<file path="src/rtl/mips_cpu_control.sv">
// mips_cpu_control
//   Multi-cycle control sequencer for the MIPS CPU. Fetches and latches each
//   instruction, decodes it, drives ALU operation/operand selects, resolves
//   branches from the ALU zero flag and sequences memory accesses with a
//   wait-request handshake.
// Ports
//   clk, rst_n        clock, asynchronous active-low reset
//   mem_readdata      instruction word, captured at the end of fetch
//   mem_waitrequest   memory stall, holds the current access
//   zero              ALU zero flag (branch condition, valid in EXEC)
//   pc_zero           datapath PC equals 0 (halt request, sampled in FETCH)
//   mem_read/write    memory strobes; iord selects address (0 PC, 1 ALU)
//   ir_write, pc_write, reg_write   single-cycle enables
//   alu_src_a/b, alu_control        ALU operand selects and operation code
//   reg_dst, wb_src, pc_src         write-back / PC source selects
//   active            high until halt
module mips_cpu_control (
   input  logic        clk,
   input  logic        rst_n,
   input  logic [31:0] mem_readdata,
   input  logic        mem_waitrequest,
   input  logic        zero,
   input  logic        pc_zero,
   output logic        mem_read,
   output logic        mem_write,
   output logic        iord,
   output logic        ir_write,
   output logic        pc_write,
   output logic        reg_write,
   output logic        alu_src_a,
   output logic [1:0]  alu_src_b,
   output logic [4:0]  alu_control,
   output logic [1:0]  reg_dst,
   output logic [1:0]  wb_src,
   output logic [1:0]  pc_src,
   output logic        active
);

   typedef enum logic [2:0] {
      S_FETCH, S_DECODE, S_EXEC, S_MEM, S_WB, S_HALT
   } state_t;

   typedef enum logic [2:0] {
      K_NOP, K_ALU, K_BRANCH, K_JUMP, K_JAL, K_LUI, K_LOAD, K_STORE
   } kind_t;

   typedef struct packed {
      kind_t      kind;
      logic [4:0] alu;
      logic       src_a;
      logic [1:0] src_b;
      logic [1:0] pc_src;   // jump target vs rs for K_JUMP
      logic       rtype;    // R-type write-back goes to rd
   } dec_t;

   localparam logic [4:0] ALU_AND  = 5'b00000, ALU_OR   = 5'b00001,
                          ALU_ADD  = 5'b00010, ALU_SUB  = 5'b00110,
                          ALU_SLTU = 5'b00111, ALU_SLT  = 5'b01000,
                          ALU_SLL  = 5'b01001, ALU_SRA  = 5'b01010,
                          ALU_SRL  = 5'b01011, ALU_NOR  = 5'b01100,
                          ALU_XOR  = 5'b01101, ALU_SLLV = 5'b01110,
                          ALU_SRAV = 5'b01111, ALU_SRLV = 5'b10000,
                          ALU_BNE  = 5'b11000, ALU_BGTZ = 5'b11001,
                          ALU_BLEZ = 5'b11010, ALU_BGEZ = 5'b11011,
                          ALU_BLTZ = 5'b11111;

   state_t      state_q, state_d;
   logic [31:0] ir_q, ir_d;
   dec_t        dec;

   // Only opcode, rt and funct steer the sequencer; the rest of the IR
   // belongs to the datapath.
   logic ir_unused;
   assign ir_unused = ^{ir_q[25:21], ir_q[15:6]};

   // Instruction decode from the latched IR.
   always_comb begin
      dec.kind   = K_NOP;
      dec.alu    = 5'b00000;
      dec.src_a  = 1'b1;
      dec.src_b  = 2'd0;
      dec.pc_src = 2'd0;
      dec.rtype  = 1'b0;
      case (ir_q[31:26])
         6'h00: begin
            dec.kind  = K_ALU;
            dec.rtype = 1'b1;
            case (ir_q[5:0])
               6'h21:   dec.alu = ALU_ADD;
               6'h23:   dec.alu = ALU_SUB;
               6'h24:   dec.alu = ALU_AND;
               6'h25:   dec.alu = ALU_OR;
               6'h26:   dec.alu = ALU_XOR;
               6'h27:   dec.alu = ALU_NOR;
               6'h2a:   dec.alu = ALU_SLT;
               6'h2b:   dec.alu = ALU_SLTU;
               6'h00:   dec.alu = ALU_SLL;
               6'h03:   dec.alu = ALU_SRA;
               6'h02:   dec.alu = ALU_SRL;
               6'h04:   dec.alu = ALU_SLLV;
               6'h07:   dec.alu = ALU_SRAV;
               6'h06:   dec.alu = ALU_SRLV;
               6'h08: begin
                  dec.kind   = K_JUMP;
                  dec.src_a  = 1'b0;
                  dec.pc_src = 2'd3;
               end
               default: dec.kind = K_NOP;
            endcase
         end
         6'h01: begin
            // REGIMM: rt selects the comparison, other rt values are NOPs.
            dec.kind = K_BRANCH;
            case (ir_q[20:16])
               5'd0:    dec.alu = ALU_BLTZ;
               5'd1:    dec.alu = ALU_BGEZ;
               default: dec.kind = K_NOP;
            endcase
         end
         6'h02: begin dec.kind = K_JUMP; dec.src_a = 1'b0; dec.pc_src = 2'd2; end
         6'h03: begin dec.kind = K_JAL;  dec.src_a = 1'b0; end
         6'h04: begin dec.kind = K_BRANCH; dec.alu = ALU_SUB;  end
         6'h05: begin dec.kind = K_BRANCH; dec.alu = ALU_BNE;  end
         6'h06: begin dec.kind = K_BRANCH; dec.alu = ALU_BLEZ; end
         6'h07: begin dec.kind = K_BRANCH; dec.alu = ALU_BGTZ; end
         6'h09: begin dec.kind = K_ALU; dec.alu = ALU_ADD;  dec.src_b = 2'd2; end
         6'h0a: begin dec.kind = K_ALU; dec.alu = ALU_SLT;  dec.src_b = 2'd2; end
         6'h0b: begin dec.kind = K_ALU; dec.alu = ALU_SLTU; dec.src_b = 2'd2; end
         6'h0c: begin dec.kind = K_ALU; dec.alu = ALU_AND;  dec.src_b = 2'd3; end
         6'h0d: begin dec.kind = K_ALU; dec.alu = ALU_OR;   dec.src_b = 2'd3; end
         6'h0e: begin dec.kind = K_ALU; dec.alu = ALU_XOR;  dec.src_b = 2'd3; end
         6'h0f: begin dec.kind = K_LUI; dec.src_a = 1'b0; end
         6'h23: begin dec.kind = K_LOAD;  dec.alu = ALU_ADD; dec.src_b = 2'd2; end
         6'h2b: begin dec.kind = K_STORE; dec.alu = ALU_ADD; dec.src_b = 2'd2; end
         default: dec.src_a = 1'b0;
      endcase
   end

   // NOTE: every output and next-state value gets a default before the case so
   // no path leaves a signal unassigned, which would otherwise infer a latch.
   always_comb begin
      state_d     = state_q;
      ir_d        = ir_q;
      mem_read    = 1'b0;
      mem_write   = 1'b0;
      iord        = 1'b0;
      ir_write    = 1'b0;
      pc_write    = 1'b0;
      reg_write   = 1'b0;
      alu_src_a   = 1'b0;
      alu_src_b   = 2'd0;
      alu_control = 5'b00000;
      reg_dst     = 2'd0;
      wb_src      = 2'd0;
      pc_src      = 2'd0;
      active      = (state_q != S_HALT);

      case (state_q)
         S_FETCH: begin
            if (pc_zero) begin
               state_d = S_HALT;
            end else begin
               // PC+4 operands are held for the whole fetch so they are
               // stable across a stall; the writes fire on the last cycle.
               mem_read    = 1'b1;
               alu_src_b   = 2'd1;
               alu_control = ALU_ADD;
               if (!mem_waitrequest) begin
                  ir_write = 1'b1;
                  pc_write = 1'b1;
                  ir_d     = mem_readdata;
                  state_d  = S_DECODE;
               end
            end
         end
         S_DECODE: begin
            case (dec.kind)
               K_NOP:        state_d = S_FETCH;
               K_LUI, K_JAL: state_d = S_WB;
               default:      state_d = S_EXEC;
            endcase
         end
         S_EXEC: begin
            alu_src_a   = dec.src_a;
            alu_src_b   = dec.src_b;
            alu_control = dec.alu;
            state_d     = S_FETCH;
            case (dec.kind)
               K_ALU:            state_d = S_WB;
               K_LOAD, K_STORE:  state_d = S_MEM;
               K_BRANCH: begin
                  pc_src   = 2'd1;
                  pc_write = zero;
               end
               K_JUMP: begin
                  pc_src   = dec.pc_src;
                  pc_write = 1'b1;
               end
               default: ;
            endcase
         end
         S_MEM: begin
            // Address operands stay on the ALU for the whole access.
            alu_src_a   = dec.src_a;
            alu_src_b   = dec.src_b;
            alu_control = dec.alu;
            iord        = 1'b1;
            mem_read    = (dec.kind == K_LOAD);
            mem_write   = (dec.kind == K_STORE);
            if (!mem_waitrequest)
               state_d = (dec.kind == K_LOAD) ? S_WB : S_FETCH;
         end
         S_WB: begin
            reg_write = 1'b1;
            state_d   = S_FETCH;
            case (dec.kind)
               K_ALU: begin
                  // The ALU result feeds the register file directly, so
                  // keep its operands applied through write-back.
                  alu_src_a   = dec.src_a;
                  alu_src_b   = dec.src_b;
                  alu_control = dec.alu;
                  reg_dst     = dec.rtype ? 2'd1 : 2'd0;
               end
               K_LOAD: wb_src = 2'd1;
               K_LUI:  wb_src = 2'd3;
               K_JAL: begin
                  // Link and jump together: $31 captures the current PC+4
                  // on the same edge the PC takes the jump target.
                  reg_dst  = 2'd2;
                  wb_src   = 2'd2;
                  pc_src   = 2'd2;
                  pc_write = 1'b1;
               end
               default: ;
            endcase
         end
         default: ;   // S_HALT: quiet until reset
      endcase

      // While reset is held the outputs are forced quiet combinationally, so
      // a strobe or write in flight is dropped in the cycle reset asserts.
      if (!rst_n) begin
         mem_read    = 1'b0;
         mem_write   = 1'b0;
         iord        = 1'b0;
         ir_write    = 1'b0;
         pc_write    = 1'b0;
         reg_write   = 1'b0;
         alu_src_a   = 1'b0;
         alu_src_b   = 2'd0;
         alu_control = 5'b00000;
         reg_dst     = 2'd0;
         wb_src      = 2'd0;
         pc_src      = 2'd0;
         active      = 1'b1;
      end
   end

   // NOTE: sequential state uses non-blocking assignments so every flop
   // samples the values from before the edge; the IR is a single register,
   // not a memory array, so it is reset along with the state.
   always_ff @(posedge clk or negedge rst_n) begin
      if (!rst_n) begin
         state_q <= S_FETCH;
         ir_q    <= '0;
      end else begin
         state_q <= state_d;
         ir_q    <= ir_d;
      end
   end

endmodule
</file>
<file path="config.mk">
export PLATFORM = sky130hd
export DESIGN_NAME = mips_cpu_control
export DESIGN_NICKNAME = d
export VERILOG_FILES = /design/src/rtl/mips_cpu_control.sv
export SDC_FILE = /design/constraint.sdc
export NUM_CORES = 1
export LEC_CHECK = 0
export CAP_MARGIN = 20
export CORE_MARGIN = 4
export CORE_UTILIZATION = 40
export CTS_CLUSTER_SIZE = 28
export DETAILED_ROUTE_END_ITERATION = 16
export PLACE_DENSITY = 0.72
export SYNTH_ARGS = -nofsm -noshare
export SYNTH_HDL_FRONTEND = slang
export SYNTH_SLANG_ARGS = --single-unit
</file>
<file path="constraint.sdc">
create_clock -name clk -period 2.8 [get_ports clk]
set_input_delay 0.56 -clock clk [delete_from_list [all_inputs] [get_ports clk]]
set_output_delay 0.56 -clock clk [all_outputs]
set_load 0.005 [all_outputs]
</file>
==> flow_metrics.tcl <==
set metrics [dict create \
    status "finished with violations" \
    violations "negative setup slack" \
    rsz0062_at_grt "yes" \
    viasPerCell 5.35 \
    r2r_slack_ns 0.34 \
    grt_use_total_pct 18.3 \
    antenna_found_initial 0 \
    hold_buffers 0 \
    tritoncts.num_buffers 3 \
    min_period_ns 3.13 \
    postPlaceCellArea_um2 2740 \
    dieArea_um2 6110 \
    cp.arrival_ns 2.57 \
    grt_pass1_vias 2006 \
    die_w_um 78.2 \
    period_share_pct 112 \
    fin_skew_ns 0.00262 \
    ys_types 59 \
    start_util_pct 41.4 \
    clock_sinks 20 \
    whs_ns 0.492 \
    setup_violations 14 \
    portBuffers 42 \
    wl_per_cell_um 14.3 \
    max_freq_ghz 0.319 \
    synth_warnings 0 \
    syn_area_um2 1970 \
    crit_path_end "alu_control[1]" \
    avgSynthCellArea_um2 7.58 \
    drive_gt1_share_pct 39.9 \
    final_nets 389 \
    p_leak_uw 0.00129 \
    cp.required_ns 2.24 \
    clk_latency_ns 0.25 \
    fin_area_um2 3030 \
    rows 25 \
    drv_cap 0 \
    dieHeight_um 78.2 \
    drv_slew 0 \
    synth_flop_cell "dfrtp_1" \
    criticalPathCategory "reg -> out" \
    synth_top_area_share_pct 25.4 \
    drtIter0Drc 203 \
    yosysTopAreaCell "dfrtp_1" \
    drt_drc_violations_left 0 \
    path_max_fanout 4 \
    synth_nets 297 \
    cts.path.max_buffers 2 \
    gp_congestion 0.912 \
    crit_start "ir_q[28]$_DFFE_PN0P_" \
    detail-route-antenna-nets 0 \
    cts-root-buf "clkbuf_8" \
    antenna_cells 0 \
    path_clk_slew_ns 0.07 \
    setup_ws_ns -0.331 \
    ys_seq_area_share_pct 25.4 \
    finalSetupTns_ns -3.12 \
    crit_path_end_kind "output port" \
    vias 2237 \
    r2r-start "ir_q[28]$_DFFE_PN0P_" \
    grt_pass1_wl_um 9260 \
    dp_hpwl_um 4320 \
    pwr_density_cell_nw_per_um2 1050 \
    grt_max_degree 23 \
    drt-total-wl_um 5960 \
    critPathLaunchType "register" \
    yosys_register_bits 20 \
    rr_endpoint "state_q[2]$_DFFE_PN0P_" \
    syn_to_final_growth_pct 53.7 \
    tightestPinTransition_ns 0.379 \
    cts_tree "built" \
    synthArstFlopShare_pct 100 \
    synth_area_leaders "dfrtp_1 (25%), mux2_2 (6.9%), a21oi_1 (5.6%)" \
    synth_edf_count 0 \
    peakVddDrop_uv 672 \
    core_area_um2 4750 \
    cts_max_level 1 \
    relSlewSlack_pct 74.7 \
    overflow 0 \
    r2r_cells 8 \
    holdCritPathClass "in -> async" \
    synthCells 260 \
    firstDrtPassIters 4 \
    hold_viol_final 0 \
    ios 58 \
]
[metrics by stage]
| stage | std cells | worst slack (ns) | util, % | power, µW |
|---|---|---|---|---|
| 2_1_floorplan | 260 | 0.0270 | - | 1860 |
| 3_3_place_gp | 395 | -0.319 | 57.7 | 2500 |
| 3_5_place_dp | 395 | -0.355 | 57.7 | 2550 |
| 4_1_cts | 413 | -0.311 | 61.3 | 3020 |
| 5_1_grt | 418 | -0.396 | 63.7 | 3440 |
| 6_report | 418 | -0.331 | 63.7 | 3190 |
[flip-flops by register name (all words and copies together) (netlist names)]
register / cells
ir_q: 17
state_q: 3
[worst max-delay path, cell delays in order (launching register included)]
cell and delay (ns):
dfrtp_1 0.39, or4_4 0.59, or4b_4 0.54, o311ai_4 0.12
buf_4 0.19, nor2_2 0.05, a211oi_2 0.21, nor3_1 0.10
buf_2 0.14
[layout make-up]
type                            count  area [µm²]
Inverter                            7        26.3
Multi-Input combinational cell    207        1450
Timing Repair Buffer              113         913
Sequential cell                    20         502
Tap cell                           67        83.8
Clock buffer                        4        55.1
Fill cell                         419        1730
[synth_stat cells (2+ instances only)]
cell type  instances
nand2_1           25
nor2_1            23
a21oi_1           22
dfrtp_1           20
clkbuf_1          18
o21ai_0           18
nor3_1            13
mux2_2            12
nor2b_1            9
nand2b_1           8
inv_1              7
nand3_1            7
a211oi_1           5
nor4_1             4
a31oi_1            3
buf_1              3
buf_6              3
o21a_1             3
o22ai_1            3
xnor2_1            3
a32oi_1            2
and3_1             2
mux2i_1            2
nand4b_1           2
nor2_2             2
nor3b_1            2
nor4b_2            2
o2111ai_1          2
o22a_1             2
o31ai_1            2
or3_1              2
or3b_2             2
[power breakdown]
part | internal [µW] | switching [µW]
logic | 1220 | 1210
registers | 434 | 118
clock network | 125 | 86.6
[layout by cell type (no fill, tap or decap), drive strengths merged, types with 3 or more instances in the layout]
cell           Yosys  routed
nor2b              9       9
o22ai              3       3
nor4b              3       3
o21ai             19      19
nor3              13      13
nor3b              3       3
nand2             25      25
mux2              12      12
buf                8      85
nand3              7       7
o21a               3       3
nand2b             8       8
a211oi             6       6
a21oi             22      22
xnor2              3       3
nor2              25      25
nor4               4       4
clkdlybuf4s50      0      25
clkbuf            18       4
inv                7       7
dfrtp             20      20
a31oi              3       3
[per-layer routing]
| layer | wire length (µm) | GRT usage (%) | vias to the layer above |
|---|---|---|---|
| met5 | 0 | 0 | - |
| met4 | 76 | 4.55 | 0 |
| met3 | 317 | 1.61 | 8 |
| met2 | 2900 | 29.9 | 70 |
| met1 | 2660 | 26.0 | 1035 |
| li1 | - | - | 1124 |
[worst min path at each step]
stage | slack (ns) | start | depth (start not counted) | to
2_1_floorplan | 0.26 | rst_n | 0 | ir_q[0]$_DFFE_PN0P_
3_3_place_gp | 0.49 | ir_q[19]$_DFFE_PN0P_ | 1 | ir_q[19]$_DFFE_PN0P_
3_5_place_dp | 0.50 | ir_q[19]$_DFFE_PN0P_ | 1 | ir_q[19]$_DFFE_PN0P_
4_1_cts | 0.49 | rst_n | 2 | state_q[0]$_DFFE_PN0P_
5_1_grt | 0.49 | rst_n | 2 | ir_q[16]$_DFFE_PN0P_
6_report | 0.49 | rst_n | 2 | state_q[0]$_DFFE_PN0P_
[logic make-up (layout without fill, tap and decap cells)]
| family | after synthesis | in the layout | synth area share [%] |
|---|---|---|---|
| xor+xnor | 4 | 4 | 1.78 |
| flops | 20 | 20 | 25.4 |
| compound gates | 75 | 75 | 25.3 |
| simple gates | 114 | 114 | 31.9 |
| mux | 14 | 14 | 7.87 |
| buf+inv | 33 | 124 | 7.68 |
[timing repair]
action,4_1_cts,5_1_grt
endpoints found under the setup margin,16,17
resized for setup,77,19
pin swaps,15,12
buffers inserted,14,6
gates cloned,0,0
No activity file was read; power rests on OpenSTA's default activity.
